`config.mk`:
```
export PLATFORM = sky130hd
export DESIGN_NAME = if_fetch_buffer
export DESIGN_NICKNAME = d
export VERILOG_FILES = /design/src/rtl/if_fetch_buffer.sv
export SDC_FILE = /design/constraint.sdc
export NUM_CORES = 1
export LEC_CHECK = 0
export CAP_MARGIN = 15
export CORE_MARGIN = 3
export CORE_UTILIZATION = 35
export CTS_CLUSTER_SIZE = 10
export DETAILED_ROUTE_END_ITERATION = 7
export PLACE_DENSITY_LB_ADDON = 0.15
export REMOVE_ABC_BUFFERS = 1
export SYNTH_ARGS = -nofsm -noshare
export SYNTH_HDL_FRONTEND = slang
export SYNTH_SLANG_ARGS = --single-unit
```
`constraint.sdc`:
```
create_clock -name clk -period 13.28 [get_ports clk]
set_input_delay 3.32 -clock clk [delete_from_list [all_inputs] [get_ports clk]]
set_output_delay 3.32 -clock clk [all_outputs]
set_load 0.03 [all_outputs]
```
`src/rtl/if_fetch_buffer.sv`:
```
// Elastic IF->ID fetch buffer: DEPTH-entry FIFO of {pc, pc_plus4, instr}.
// Latency: 1 cycle minimum (entry pushed at edge N is visible after edge N, no bypass).
// Backpressure: in_ready_o = (count < DEPTH) from registered state only; full blocks push even on pop.
//
// Ports:
//   clk, rst            rising-edge clock, asynchronous active-high reset
//   flush_i             synchronous discard of all entries (redirect)
//   in_valid_i/ready_o  upstream handshake; pc_i, pc_plus4_i, instr_i payload
//   out_valid_o/ready_i downstream handshake; pc_o, pc_plus4_o, instr_o head payload
//   count_o             occupancy 0..DEPTH
module if_fetch_buffer #(
  parameter int DATA_WIDTH = 32,
  parameter int DEPTH      = 2,
  parameter int CNT_WIDTH  = $clog2(DEPTH + 1)
) (
  input  logic                  clk,
  input  logic                  rst,
  input  logic                  flush_i,
  input  logic                  in_valid_i,
  output logic                  in_ready_o,
  input  logic [DATA_WIDTH-1:0] pc_i,
  input  logic [DATA_WIDTH-1:0] pc_plus4_i,
  input  logic [DATA_WIDTH-1:0] instr_i,
  output logic                  out_valid_o,
  input  logic                  out_ready_i,
  output logic [DATA_WIDTH-1:0] pc_o,
  output logic [DATA_WIDTH-1:0] pc_plus4_o,
  output logic [DATA_WIDTH-1:0] instr_o,
  output logic [CNT_WIDTH-1:0]  count_o
);

  localparam int PTR_WIDTH = (DEPTH > 1) ? $clog2(DEPTH) : 1;
  localparam logic [CNT_WIDTH-1:0] CNT_FULL = CNT_WIDTH'(DEPTH);
  localparam logic [PTR_WIDTH-1:0] PTR_LAST = PTR_WIDTH'(DEPTH - 1);

  typedef struct packed {
    logic [DATA_WIDTH-1:0] pc;
    logic [DATA_WIDTH-1:0] pc_plus4;
    logic [DATA_WIDTH-1:0] instr;
  } entry_t;

  entry_t                mem_q [DEPTH];
  entry_t                mem_d [DEPTH];
  logic [PTR_WIDTH-1:0]  rd_ptr_q, rd_ptr_d;
  logic [PTR_WIDTH-1:0]  wr_ptr_q, wr_ptr_d;
  logic [CNT_WIDTH-1:0]  cnt_q, cnt_d;

  logic   push;
  logic   pop;
  entry_t head;

  // Explicit wrap so non-power-of-2 depths never address past the last entry.
  function automatic logic [PTR_WIDTH-1:0] ptr_inc(input logic [PTR_WIDTH-1:0] p);
    return (p == PTR_LAST) ? '0 : p + 1'b1;
  endfunction

  // Ready depends only on registered occupancy, so a pop cannot free a slot
  // in the same cycle; this keeps out_ready_i off the upstream ready path.
  assign in_ready_o  = (cnt_q < CNT_FULL);
  assign out_valid_o = (cnt_q != '0);
  assign push        = in_valid_i & in_ready_o;
  assign pop         = out_valid_o & out_ready_i;

  always_comb begin
    rd_ptr_d = rd_ptr_q;
    wr_ptr_d = wr_ptr_q;
    cnt_d    = cnt_q;
    mem_d    = mem_q;
    if (flush_i) begin
      // Redirect: whatever was handshaked this cycle is dropped, the popped
      // head counts as not consumed.
      rd_ptr_d = '0;
      wr_ptr_d = '0;
      cnt_d    = '0;
    end else begin
      if (push) begin
        mem_d[wr_ptr_q] = '{pc: pc_i, pc_plus4: pc_plus4_i, instr: instr_i};
        wr_ptr_d        = ptr_inc(wr_ptr_q);
      end
      if (pop) begin
        rd_ptr_d = ptr_inc(rd_ptr_q);
      end
      case ({push, pop})
        2'b10:   cnt_d = cnt_q + CNT_WIDTH'(1);
        2'b01:   cnt_d = cnt_q - CNT_WIDTH'(1);
        default: cnt_d = cnt_q;
      endcase
    end
  end

  always_ff @(posedge clk or posedge rst) begin
    if (rst) begin
      rd_ptr_q <= '0;
      wr_ptr_q <= '0;
      cnt_q    <= '0;
      for (int i = 0; i < DEPTH; i++) begin
        mem_q[i] <= '0;
      end
    end else begin
      rd_ptr_q <= rd_ptr_d;
      wr_ptr_q <= wr_ptr_d;
      cnt_q    <= cnt_d;
      mem_q    <= mem_d;
    end
  end

  // Mask the head when empty so stale storage never leaks downstream.
  always_comb begin
    head = mem_q[rd_ptr_q];
    if (!out_valid_o) begin
      head = '0;
    end
  end

  assign pc_o       = head.pc;
  assign pc_plus4_o = head.pc_plus4;
  assign instr_o    = head.instr;
  assign count_o    = cnt_q;

endmodule

```
==> flow_summary.json <==
{
  "endpoint_kind": "output pin",
  "grt_antenna_before_repair": 0,
  "synth_area_um2": 8750,
  "cts-resized-gates": 0,
  "drc": 0,
  "fin_ws_ns": 6.51,
  "avgSynthCellArea_um2": 13.6,
  "ys_types": 19,
  "powerDensity_nw_per_um2": 158,
  "htreeDepth": 4,
  "pin_count": 201,
  "clk_latency_ns": 0.43,
  "rsz0062_at_grt": "false",
  "tightest_slew_ns": 0.997,
  "path_max_fanout": 55,
  "worstSetupStartpointType": "flip-flop",
  "track_usage": 0.155,
  "slew_headroom": 0.335,
  "drive_gt1_frac": 0.236,
  "cts_setup_buffers": 0,
  "comb_power_share": 0.257,
  "seq_area_frac_synth": 0.561,
  "rows": 57,
  "worstSetupPathType": "flip-flop to output pin",
  "internal-power_mw": 1.29,
  "peakVddDrop_mv": 0.0647,
  "fin_skew_ns": 0.0105,
  "die_w_um": 164,
  "cap_violations": 0,
  "nets": 927,
  "die_h_um": 164,
  "final.setup.tns_ns": 0,
  "reg2reg_to": "mem_q[89]$_DFFE_PP0P_",
  "drtIter0Drc": 253,
  "synth_seq_cells": 196,
  "fin_cells": 1162,
  "hold_ws_ns": 0.486,
  "post-route-period-util": 0.510,
  "gp_congestion": 0.732,
  "p_sw_mw": 0.545,
  "cts_tree": "built",
  "post_drt_wl_per_cell_um": 17.7,
  "cts_root_buf": "clkbuf_16",
  "hold_depth": 1,
  "grt_pass1_wl_um": 32800,
  "diodes": 0,
  "leakagePower_nw": 4.62,
  "synthCells": 641,
  "hold_class": "flip-flop to flip-flop",
  "swShare": 0.297,
  "worstPathRequired_ns": 9.96,
  "clk_pin_slew_ns": 0.07,
  "grt_pass1_vias": 6252,
  "fp.coreArea_um2": 24500,
  "r2r.worst_path.cells": 4,
  "ant_nets": 0,
  "start_util": 0.358,
  "clock.fmax_ghz": 0.148,
  "areaGrowthSynthToFinish_pct": 32.7,
  "routed-via-count": 5585,
  "routed_wl_um": 20600,
  "pwr-share-seq": 0.466,
  "dp_slack_ns": 6.94,
  "worstPathArrival_ns": 3.45,
  "grt_overflow": 0,
  "firstDrtPassIters": 4,
  "vias_per_cell": 4.81,
  "io_buffers": 200,
  "p_clk_frac": 0.276,
  "ys_warn_count": 0,
  "cts_buffer_depth": 2,
  "cts-hold-fix-buffers": 0,
  "crit_start": "rd_ptr_q$_DFFE_PP0P_",
  "final_max_slew_viol_count": 0,
  "cp-endpoint": "instr_o[6]",
  "cts.sinks": 196,
  "reg2reg_setup_slack_ns": 11.07,
  "numCtsBuffers": 17,
  "hpwl_um": 13300,
  "nFillCells": 2180,
  "multi_input_area_um2": 3620,
  "r2r_start": "count_o[1]$_DFFE_PP0P_",
  "status": "finished clean",
  "seq_area_um2": 4910,
  "hold_viol": 0,
  "fin_crit_ns": 6.77,
  "die-area_um2": 26900,
  "placed_cells": 1130,
  "setup_violations": 0,
  "grt_max_degree": 126
}
-- cell usage in the layout, fill, tap and decap left out --
cell and n:
a21oi_1 1, a2bb2oi_1 1, buf_16 1, buf_4 7
bufinv_16 1, clkbuf_16 17, clkbuf_8 1, clkdlybuf4s50_1 200
clkinv_2 1, clkinv_4 3, clkinvlp_4 2, dfrtp_1 195
dfrtp_4 1, inv_1 2, inv_6 2, inv_8 5
mux2_1 40, mux2_2 153, mux2i_1 96, nand2b_4 1
nor2_1 99, nor2_4 1, nor2b_1 2, nor3_4 1
nor3b_4 1, o21ai_0 2, xor2_1 2
-- routing by layer --
metal	global-route usage	part of all wire	vias to the layer above
li1	-	-	2584
met1	0.197	0.44	2852
met2	0.261	0.49	135
met3	0.0454	0.058	14
met4	0.0396	0.0079	0
met5	0	0	-
-- cell type report --
class,instances,area share
tap,324,0.0349
inverter,3,0.00162
multi-input combinational,400,0.312
sequential,196,0.423
clock buffer,18,0.0378
clock inverter,13,0.0120
timing repair buffer,208,0.179
-- stage by stage --
stage,power [mW],area (µm²),utilization
floorplan,1.17,8520,-
global placement,1.32,11000,0.450
detailed placement,1.35,11000,0.450
CTS,1.86,11600,0.474
global route,1.94,11600,0.475
finish,1.84,11600,0.475
-- cells in the mapped netlist (all sizes together) --
cell type  count  share of area
buf           33          0.023
nand2b         1         0.0016
a2bb2oi        1         0.0010
a21oi          1        0.00057
clkbuf         9         0.0039
mux2i         96           0.11
xor2           2         0.0020
mux2         193           0.25
dfrtp        196           0.56
inv            3         0.0013
nor3           1         0.0011
nor2         100          0.043
nor2b          2         0.0014
nor3b          1         0.0014
o21ai          2         0.0011
-- critical path: stages (launching register included) --
cell and delay (ns):
dfrtp_4 0.95, buf_4 0.90, mux2i_1 0.20, nor2_1 0.20, clkdlybuf4s50_1 0.72
-- power groups by stage --
stage	clock, mW	combinational, mW	sequential, mW
3_3_place_gp	0	0.462	0.860
4_1_cts	0.525	0.479	0.858
2_1_floorplan	0	0.328	0.842
6_report	0.507	0.472	0.856
3_5_place_dp	0	0.478	0.868
5_1_grt	0.551	0.513	0.878
-- registers in the layout, summed over array words and instances (netlist names) --
register / cells
mem_q: 192
count_o: 2
rd_ptr_q: 1
wr_ptr_q: 1
-- worst min-delay path by stage --
stage               slack (ns)                  start                    end
global placement          0.47  mem_q[53]$_DFFE_PP0P_  mem_q[53]$_DFFE_PP0P_
floorplan                 0.46  mem_q[37]$_DFFE_PP0P_  mem_q[37]$_DFFE_PP0P_
CTS                       0.49  mem_q[61]$_DFFE_PP0P_  mem_q[61]$_DFFE_PP0P_
finish                    0.49  mem_q[61]$_DFFE_PP0P_  mem_q[61]$_DFFE_PP0P_
detailed placement        0.48  mem_q[61]$_DFFE_PP0P_  mem_q[61]$_DFFE_PP0P_
global route              0.51  mem_q[61]$_DFFE_PP0P_  mem_q[61]$_DFFE_PP0P_
-- cells by family after synthesis --
kind of cell    synth area share
compound gates           0.00272
xor+xnor                 0.00200
buf+inv                   0.0279
flops                      0.561
mux                        0.358
simple gates              0.0485
No activity file was read; power rests on OpenSTA's default activity.
